$ cat config.mk
export PLATFORM = sky130hd
export DESIGN_NAME = keypad_scan_ctrl
export DESIGN_NICKNAME = d
export VERILOG_FILES = /design/src/rtl/keypad_scan_ctrl.sv
export SDC_FILE = /design/constraint.sdc
export NUM_CORES = 1
export LEC_CHECK = 0
export CORE_ASPECT_RATIO = 0.7
export CORE_MARGIN = 4
export CORE_UTILIZATION = 45
export CTS_BUF_LIST = sky130_fd_sc_hd__clkbuf_4 sky130_fd_sc_hd__clkbuf_8 sky130_fd_sc_hd__clkbuf_16
export CTS_CLUSTER_DIAMETER = 50
export DETAILED_ROUTE_END_ITERATION = 8
export PLACE_DENSITY = 0.7
export SLEW_MARGIN = 10
export SYNTH_ARGS = -nofsm -noshare
export SYNTH_HDL_FRONTEND = slang
export SYNTH_SLANG_ARGS = --single-unit
$ cat constraint.sdc
create_clock -name slow_clk -period 5.07 [get_ports slow_clk]
set_input_delay 1.014 -clock slow_clk [delete_from_list [all_inputs] [get_ports slow_clk]]
set_output_delay 1.014 -clock slow_clk [all_outputs]
set_load 0.005 [all_outputs]
$ cat src/rtl/keypad_scan_ctrl.sv
// Matrix keypad scanner: one-hot column strobes, ghost rejection, press/release debounce, buffered code.
// Define KEYPAD_SCAN_FIFO_EN to replace the single output register with a 4-entry FIFO.
//
// state   | meaning
// --------+-------------------------------------------------------------
// S_IDLE  | columns off, waiting for enable
// S_SCAN  | drive column ptr for DWELL cycles, sample rows on last one
// S_PRESS | one key seen, counting stable cycles before accepting it
// S_HOLD  | key accepted, counting released cycles before rescanning
module keypad_scan_ctrl #(
    parameter int ROWS     = 4,
    parameter int COLS     = 4,
    parameter int DWELL    = 2,
    parameter int DEBOUNCE = 4,
    parameter int CODE_W   = $clog2(ROWS*COLS)
) (
    input  logic              slow_clk,
    input  logic              rst,
    input  logic              enable,
    input  logic [ROWS-1:0]   row_in,
    output logic [COLS-1:0]   col_out,
    output logic [CODE_W-1:0] key_code,
    output logic              key_valid,
    input  logic              key_ready,
    output logic              key_held,
    output logic              overrun
);

    localparam int PTR_W = $clog2(COLS);
    localparam int DW_W  = $clog2(DWELL);
    localparam int RI_W  = $clog2(ROWS);
    localparam int DB_W  = 8;

    typedef enum logic [1:0] {S_IDLE, S_SCAN, S_PRESS, S_HOLD} state_t;

    state_t            state, state_nxt;
    logic [PTR_W-1:0]  ptr, ptr_nxt, ptr_inc;
    logic [DW_W-1:0]   dwell_cnt, dwell_nxt;
    logic [DB_W-1:0]   deb_cnt, deb_nxt;
    logic [ROWS-1:0]   row_lat, row_nxt;
    logic [RI_W-1:0]   row_idx;
    logic [CODE_W-1:0] push_code;
    logic              row_one_hot, row_match, deb_done, push, pop;

    assign row_one_hot = (row_in != '0) && ((row_in & (row_in - ROWS'(1))) == '0);
    assign row_match   = (row_in == row_lat);
    assign deb_done    = (deb_cnt == DB_W'(DEBOUNCE-1));
    assign ptr_inc     = (ptr == PTR_W'(COLS-1)) ? '0 : ptr + PTR_W'(1);
    assign pop         = key_valid & key_ready;

    always_comb begin
        row_idx = '0;
        for (int r = 0; r < ROWS; r++)
            if (row_lat[r]) row_idx = RI_W'(r);
    end

    assign push_code = CODE_W'(int'(row_idx) * COLS + int'(ptr));

    always_ff @(posedge slow_clk or posedge rst) begin
        if (rst) begin
            state     <= S_IDLE;
            ptr       <= '0;
            dwell_cnt <= '0;
            deb_cnt   <= '0;
            row_lat   <= '0;
        end else begin
            state     <= state_nxt;
            ptr       <= ptr_nxt;
            dwell_cnt <= dwell_nxt;
            deb_cnt   <= deb_nxt;
            row_lat   <= row_nxt;
        end
    end

    always_comb begin
        state_nxt = state;
        ptr_nxt   = ptr;
        dwell_nxt = dwell_cnt;
        deb_nxt   = deb_cnt;
        row_nxt   = row_lat;
        push      = 1'b0;
        if (!enable) begin
            state_nxt = S_IDLE;
            ptr_nxt   = '0;
            dwell_nxt = '0;
            deb_nxt   = '0;
        end else begin
            case (state)
                S_IDLE: begin
                    state_nxt = S_SCAN;
                    ptr_nxt   = '0;
                    dwell_nxt = DW_W'(DWELL-1);
                end
                S_SCAN: begin
                    if (dwell_cnt != '0) begin
                        dwell_nxt = dwell_cnt - DW_W'(1);
                    end else if (row_one_hot) begin
                        row_nxt   = row_in;
                        deb_nxt   = '0;
                        state_nxt = S_PRESS;
                    end else begin
                        ptr_nxt   = ptr_inc;
                        dwell_nxt = DW_W'(DWELL-1);
                    end
                end
                S_PRESS: begin
                    if (!row_match) begin
                        state_nxt = S_SCAN;
                        ptr_nxt   = ptr_inc;
                        dwell_nxt = DW_W'(DWELL-1);
                    end else if (deb_done) begin
                        push      = 1'b1;
                        deb_nxt   = '0;
                        state_nxt = S_HOLD;
                    end else begin
                        deb_nxt = deb_cnt + DB_W'(1);
                    end
                end
                S_HOLD: begin
                    // Only a fully released matrix counts; other keys during hold are ignored.
                    if (row_in != '0) begin
                        deb_nxt = '0;
                    end else if (deb_done) begin
                        deb_nxt   = '0;
                        state_nxt = S_SCAN;
                        ptr_nxt   = '0;
                        dwell_nxt = DW_W'(DWELL-1);
                    end else begin
                        deb_nxt = deb_cnt + DB_W'(1);
                    end
                end
                default: state_nxt = S_IDLE;
            endcase
        end
    end

    always_comb begin
        col_out  = '0;
        key_held = 1'b0;
        if (enable && state != S_IDLE) col_out = COLS'(1) << ptr;
        if (enable && state == S_HOLD) key_held = 1'b1;
    end

`ifdef KEYPAD_SCAN_FIFO_EN
    logic [CODE_W-1:0] fifo_mem [4];
    logic [1:0]        rd_ptr, wr_ptr;
    logic [2:0]        count;
    logic              fifo_full, accept;

    assign fifo_full = (count == 3'd4);
    assign accept    = push && (!fifo_full || pop);
    assign key_valid = (count != 3'd0);
    assign key_code  = fifo_mem[rd_ptr];

    always_ff @(posedge slow_clk or posedge rst) begin
        if (rst) begin
            for (int i = 0; i < 4; i++) fifo_mem[i] <= '0;
            rd_ptr  <= '0;
            wr_ptr  <= '0;
            count   <= '0;
            overrun <= 1'b0;
        end else begin
            overrun <= push && fifo_full && !pop;
            if (accept) begin
                fifo_mem[wr_ptr] <= push_code;
                wr_ptr           <= wr_ptr + 2'd1;
            end
            if (pop) rd_ptr <= rd_ptr + 2'd1;
            case ({accept, pop})
                2'b10:   count <= count + 3'd1;
                2'b01:   count <= count - 3'd1;
                default: count <= count;
            endcase
        end
    end
`else
    logic [CODE_W-1:0] code_q;
    logic              valid_q;

    assign key_code  = code_q;
    assign key_valid = valid_q;

    always_ff @(posedge slow_clk or posedge rst) begin
        if (rst) begin
            code_q  <= '0;
            valid_q <= 1'b0;
            overrun <= 1'b0;
        end else begin
            overrun <= push && valid_q && !pop;
            if (push) begin
                if (!valid_q || pop) begin
                    code_q  <= push_code;
                    valid_q <= 1'b1;
                end
            end else if (pop) begin
                valid_q <= 1'b0;
            end
        end
    end
`endif

endmodule

[Word level (Yosys, flattened, before mapping)]
Cells that the tools add are included.
Word-level totals
  flip-flop bits (word level): 23
  latch bits: 0
  RAM bits: 0
  ROM bits: 0
  input bits: 8
  output and inout port bits: 11
  word-level logic and storage cells: 95
  memories: 0
Operators by class
  $add $sub $neg: 5
  multipliers: 0
  div/mod/pow operators: 0
  $lt $le $gt $ge: 0
  eq/ne operators: 16
  shifts and indexed selects: 1
  multiplexer cells: 42
  bitwise operators: 3
  reduce and logical (&&, ||, !) cells: 20
Operators by type and width (count)
  $mux W8: 6
  $mux W2: 16
  $pmux W8 S3: 1
  $ne A3 B3 Y1 const B: 7
  $pmux W2 S4: 2
  $mux W1: 15
  $reduce_and A5 Y1: 2
  $add A8 B1 Y8 const B: 1
  $eq A8 B2 Y1 const B: 1
  $reduce_and A4 Y1: 2
  $eq A2 B2 Y1 const B: 3
  $logic_and A1 B1 Y1: 5
  $add A4 B2 Y4: 1
  $and A4 B4 Y4: 1
  $eq A4 B4 Y1: 1
  $logic_not A4 Y1: 1
  $mux W4: 1
  $ne A4 B1 Y1 const B: 1
  $ne A4 B4 Y1 const B: 1
  $pmux W1 S4: 1
  $reduce_and A2 Y1: 2
  $reduce_bool A2 Y1: 2
  $reduce_bool A4 Y1: 1
  $shl A1 B2 Y4 const A: 1
  11 further kinds: 12

[Depth between registers and ports, before layout]
Gate-level depths: netlist of run 1.
  word-level depth: 8
  depth in mapped cells: 7
  gate-level depth less buffers: 6

[Worst setup path after synthesis of run 1]
Ideal clock, no wire load.
  path type: input -> register
  from: input row_in[2]
  to: register state[1]
  setup time: 0.125 ns
  data arrival time: 2.635 ns
  data required time: 4.945 ns
  slack: 2.310 ns
  stages: 7
  buffers on the path: 2
  cell sequence: buf_2 > or4b_1 > o211ai_1 > a21oi_1 > buf_4 > or3_4 > mux2_4
Between the ends
  cells in the longest elaborated chain, start to end: 6
  elaborated cells on any way between the ends: 13
  classes of those cells: add/sub: 1; eq/ne: 4; mux: 3; bitwise: 1; reduce/logical: 4
Ends and longest elaborated chain
  start: declaration: line 20  | input logic [ROWS-1:0] row_in,
  $sub A4 B1 Y4: line 45  | assign row_one_hot = (row_in != '0) && ((row_in & (row_in - ROWS'(1))) == '0);
  $and A4 B4 Y4: line 45
  $logic_not A4 Y1: line 45
  $logic_and A1 B1 Y1: line 45
  $ne A3 B3 Y1 (no source line)
  $reduce_and A5 Y1 (no source line)
  end signal: assignment: line 67  | state <= state_nxt;
  end: declaration: line 36  | state_t state, state_nxt;
Parallel ways exist; a longest one is shown, timed or not.
A chain may end at the register's enable or synchronous reset.

[Final worst setup path of run 1]
  from: input enable
  to: output col_out[2]
Between the ends
  cells in the longest elaborated chain, start to end: 2
Ends and longest elaborated chain
  start: declaration: line 19  | input logic enable,
  $logic_and A1 B1 Y1: line 140  | if (enable && state != S_IDLE) col_out = COLS'(1) << ptr;
  $mux W4: line 140
  end: declaration: line 21  | output logic [COLS-1:0] col_out,
Every way passes these cells.

==> flow_summary.ini, run 1 <==
[status]
status = finished, final reports clean

[yosys]
synth_compound_area_frac = 0.1398
seq_area_frac_synth = 0.3969
muxShareOfSynthArea = 0.08456
synth_xor_area_frac = 0.03020
synth_top_family_by_area = simple AND/OR/NAND/NOR gates
synth_area_per_cell_um2 = 9.865
ys_seq_elements = 23
synthesis.nets = 164
yosys_warnings = 0
synth.distinct_cells = 47
synth_cells = 147
synthSimpleGateAreaFrac = 0.2105
synth_adder_area_share = 0.07765
synth_area_mm2 = 0.001450

[final_layout]
fin_util = 0.5765
final_cell_area_mm2 = 0.001697
drive_gt1_frac = 0.1212
nets = 183
final_common_cell = dfrtp_1
final_cell_mix = dfrtp_1 (23), clkdlybuf4s50_1 (18), inv_1 (16)
area_growth_pct = 17.00
nFillCells = 246
antennaDiodeCount = 0

[worst_setup_path]
cp_data_arrival_time_ns = 2.56
crit_top_cell = clkdlybuf4s50_1
critPathLaunchType = input port
max_stage_delay_ns = 0.64
slowest_stage = clkdlybuf4s50_1
worstSetupPathType = input port to output pin
critical_path_required_ns = 4.06
crit_path_cell_trace = clkdlybuf4s50_1, nor2b_1, and2_1, clkdlybuf4s50_1
cp_max_fo = 11
crit_path_end_kind = output pin
r2r_slack_ns = 2.76

[timing]
finalCritPeriodShare = 0.7050
setup_viol = 0
worst_slew_pin_slew_ns = 0.8659
fmax_ghz = 0.2798
maxSlewViolCount = 0
clock_skew_ns = 0.002845
min_period_ns = 3.574
hold_viol_final = 0
relSlewSlack = 0.4227
rsz0062_at_grt = false
hold_ws_ns = 0.5091
fin_tns_setup_ns = 0

[drt]
vias = 1110
top_layer = met4
vias_per_cell = 5.522
drt-initial-drc-count = 48
wl_mm = 2.862
firstDrtPassIters = 4
met2_length_mm = 1.319
drc = 0
wl_met1_mm = 1.414
drtAntennaViolNets = 0
routed-wl-met3_um = 119
wl_per_cell_um = 14.24

[clock_network]
clkTransAtPathRegs_ns = 0.08
cts_resized = 0
cts_tree = yes
cts_buffer_depth = 2
htreeDepth = 1
ctsHoldBuffers = 0
cts.sinks = 23
clock_latency_ns = 0.26
cts-root-buf = clkbuf_8
cts_setup_buffers = 0
cts_buffers = 3

[power]
power_mw = 0.5492
p_sw_frac = 0.3399
p_clk_frac = 0.209
leakagePower_nw = 0.7102
seqPwrFrac = 0.443
pwr-share-comb = 0.347
p_int_mw = 0.3625
power_density_mw_per_mm2 = 323.7
vdd_ir_drop_max_v = 0.0001934
p_sw_mw = 0.1867

[global_routing]
antenna_found_initial = 0
track_usage = 0.1475
grt_max_degree = 24
grt_pass1_vias = 1091
grt_pass1_wl_mm = 4.940
overflow = 0

[floorplanning]
core_mm2 = 0.002943
initial_core_util = 0.4928
fp.dieH_um = 55.50
rows = 16
num_io_pins = 19
fp.dieArea_mm2 = 0.004209
fp.dieW_um = 75.85

[place]
place.gp.congestion = 0.8704
dp_hpwl_mm = 2.180
placed_area_mm2 = 0.001648
io_buffers = 18

[job]
maxCapViolCount = 0

[min_path]
min_path_type = flip-flop to flip-flop
[cells by family after synthesis]
| group | count (synthesis) |
|---|---|
| adder cells (fa/ha/maj) | 9 |
| AND/OR/NAND/NOR | 50 |
| XOR/XNOR | 5 |
| AO/OA/AOI/OAI | 29 |
| buffers and inverters | 20 |
| flip-flops | 23 |
| multiplexers | 11 |
[area by class of cell]
class                   instances  area [µm²]  area share
inverters                      16       60.06     0.03540
repair buffers                 18       180.2      0.1062
well taps                      36       45.04     0.02655
clock buffers                   4       48.80     0.02876
flip-flops and latches         23       575.6      0.3392
multi-input cells             104       787.0      0.4639
[synthesized netlist by cell type (all sizes together)]
library cell	number	area, µm²
a21oi	4	20.02
nand2b	2	12.51
nand3	5	25.02
or4b	2	20.02
a21o	1	7.510
o211ai	1	7.510
or4	2	18.77
nand2	10	37.54
a31oi	1	6.260
nor4	2	18.77
or2b	1	7.510
ha	9	112.6
o211a	1	10.01
o31ai	1	7.510
and2b	1	7.510
xor2	4	35.03
inv	16	60.06
mux2i	4	40.04
xnor2	1	8.760
a31o	1	8.760
clkbuf	1	3.750
mux2	7	82.57
or3	2	17.52
nor3b	2	20.02
o21ai	5	25.02
o32ai	1	16.27
nor2	4	15.01
o22ai	6	37.54
and2	5	32.53
buf	3	23.77
o41a	1	11.26
or3b	1	8.760
nor3	4	20.02
and3	1	6.260
nand4	3	18.77
dfrtp	23	575.6
or2	2	12.51
a211oi	6	45.04
nor2b	1	6.260
[path summary, 6_finish.rpt]
path | end | from | depth (start not counted)
min in group asynchronous | overrun | rst | 2
worst max register to register | key_code[0] | deb_cnt[3] | 5
worst min-delay path | key_code[1] | key_code[1] | 1
max in group asynchronous | deb_cnt[0] | rst | 2
worst max-delay path | col_out[2] | enable | 4
worst min register to register | key_code[1] | key_code[1] | 1
[power by group through the flow]
stage,combinational (mW),sequential [mW],clock [mW]
after floorplan,0.147,0.238,0
after global placement,0.183,0.244,0
after detailed placement,0.189,0.247,0
after CTS,0.191,0.243,0.119
after global routing,0.218,0.249,0.126
final,0.191,0.244,0.115
[stage by stage]
stage                     cells  setup WS [ns]
after global routing        201          1.370
after detailed placement    197          1.500
after floorplan             147          2.310
after CTS                   201          1.489
after global placement      197          1.539
final                       201          1.496
[sequential cells by signal, summed over array words and instances, names as in the netlist]
register   count
deb_cnt        8
dwell_cnt      1
key_code       4
key_valid      1
overrun        1
ptr            2
row_lat        4
state          2
[metal layers]
metal | GRT usage | vias to the layer above
li1 | - | 561
met1 | 0.2047 | 531
met2 | 0.2329 | 16
met3 | 0.04348 | 2
met4 | 0.01496 | 0
met5 | 0 | -
[critical path: cells and delay by family]
kind | cells | cell delay, ns
buffers and inverters | 2 | 1.14
AND/OR/NAND/NOR | 2 | 0.41
No activity file was read; power rests on OpenSTA's default activity.
==> inputs of run 2 (changes only) <==
==> constraint.sdc (replaced) <==
create_clock -name slow_clk -period 3.6 [get_ports slow_clk]
set_input_delay 0.72 -clock slow_clk [delete_from_list [all_inputs] [get_ports slow_clk]]
set_output_delay 0.72 -clock slow_clk [all_outputs]
set_load 0.005 [all_outputs]
==> run 2 against run 1 <==
Effect of this change: die area is the same; clock skew grew 0.00050 ns; sequential share of layout area is the same; global-route usage is essentially flat; via count grew 1.3%; final cell count is the same; utilization is the same; non-clock buffer count is the same; cell area is the same; worst setup slack lost 0.95 ns; sequential power grew 41%.
==> flow_summary.ini, run 2 (synthesis results as in run 1) <==
[global_routing]
grt_pass1_wl_mm = 4.926
track_usage = 0.1476
grt_max_degree = 24
overflow = 0
grt_pass1_vias = 1079
antenna_found_initial = 0

[floorplanning]
fp.dieW_um = 75.85
rows = 16
core_mm2 = 0.002943
fp.dieArea_mm2 = 0.004209
initial_core_util = 0.4928
fp.dieH_um = 55.50
num_io_pins = 19

[final_layout]
nets = 183
regMostFlops = deb_cnt
largest_reg_flops = 8
area_growth_pct = 17.00
drive_gt1_frac = 0.1212
fin_util = 0.5765
nFillCells = 258
antennaDiodeCount = 0
multi_input_area_um2 = 787.0
final_common_cell = dfrtp_1
seq_area_um2 = 575.6
final_cell_mix = dfrtp_1 (23), clkdlybuf4s50_1 (18), inv_1 (16)

[timing]
clock_skew_ns = 0.003348
finalCritPeriodShare = 0.8495
relSlewSlack = 0.4098
hold_viol_final = 0
rsz0062_at_grt = false
fmax_ghz = 0.3270
setup_viol = 0
min_period_ns = 3.058
fin_tns_setup_ns = 0
layout_setup_ws_ns = 0.5417
worst_slew_pin_slew_ns = 0.8844
maxSlewViolCount = 0

[worst_setup_path]
critPathLaunchType = input port
crit_path_end_kind = output pin
worstSetupPathType = input port to output pin
critical_path_required_ns = 2.88
cp_data_arrival_time_ns = 2.34
cp_max_fo = 11

[clock_network]
ctsHoldBuffers = 0
cts_resized = 0
cts_buffer_depth = 2
cts-root-buf = clkbuf_8
cts_buffers = 3
cts_setup_buffers = 0
htreeDepth = 1
clock_latency_ns = 0.26
cts_tree = yes
clkTransAtPathRegs_ns = 0.08
cts.sinks = 23

[place]
dp_hpwl_mm = 2.181
place.gp.congestion = 0.8886
io_buffers = 18
post-place-ws_ns = 0.5388

[drt]
vias = 1124
wl_mm = 2.864
wl_per_cell_um = 14.25
drtAntennaViolNets = 0
drt-initial-drc-count = 102
firstDrtPassIters = 4
drc = 0
vias_per_cell = 5.592

[power]
power_density_mw_per_mm2 = 457.9
power_mw = 0.7769
leakagePower_nw = 0.7102
vdd_ir_drop_max_v = 0.0003468

[job]
maxCapViolCount = 0

[min_path]
min_path_type = flip-flop to flip-flop

[status]
status = finished, final reports clean
run 2: cell counts in the layout (fill, tap and decap cells not counted):
Identical to the previous run, type by type.
run 2: area by class of cell:
cell class	instances	share of cell area
multi-input cells	104	0.4639
flip-flops and latches	23	0.3392
repair buffers	18	0.1062
inverters	16	0.03540
clock buffers	4	0.02876
well taps	36	0.02655
run 2: through the flow:
step	instance area, µm²	cells	hold slack [ns]
after floorplan	1450	147	0.4957
after global placement	1648	197	0.4895
after detailed placement	1648	197	0.4965
after CTS	1697	201	0.5142
after global routing	1697	201	0.5232
final	1697	201	0.5106
run 2: final timing paths:
| kind | from | endpoint | slack (ns) | depth (start not counted) |
|---|---|---|---|---|
| setup / recovery | enable | col_out[0] | 0.54 | 4 |
| hold / removal | key_code[1] | key_code[1] | 0.51 | 1 |
| setup reg to reg | deb_cnt[3] | key_code[0] | 1.18 | 5 |
| hold reg to reg | key_code[1] | key_code[1] | 0.51 | 1 |
| max in group asynchronous | rst | row_lat[3] | 2.11 | 2 |
| min in group asynchronous | rst | state[0] | 0.95 | 2 |
run 2: worst max-delay path: stages:
cell and delay (ns):
clkdlybuf4s50_1 0.67, nor2b_1 0.27, and2_1 0.17, clkdlybuf4s50_1 0.50
run 2: report_power, final:
group	leakage, nW	switching, mW	internal (mW)
registers	0.300	0.0444	0.299
logic	0.384	0.142	0.125
clock network	0.0262	0.0798	0.0865
total	0.710	0.267	0.510
run 2: per-layer routing:
metal	part of all wire	GRT usage	up-vias	wire, µm
li1	-	-	556	-
met1	0.50	0.2091	528	1434
met2	0.44	0.2110	36	1255
met3	0.052	0.04529	4	150
met4	0.0080	0.04738	0	23
met5	0	0	-	0
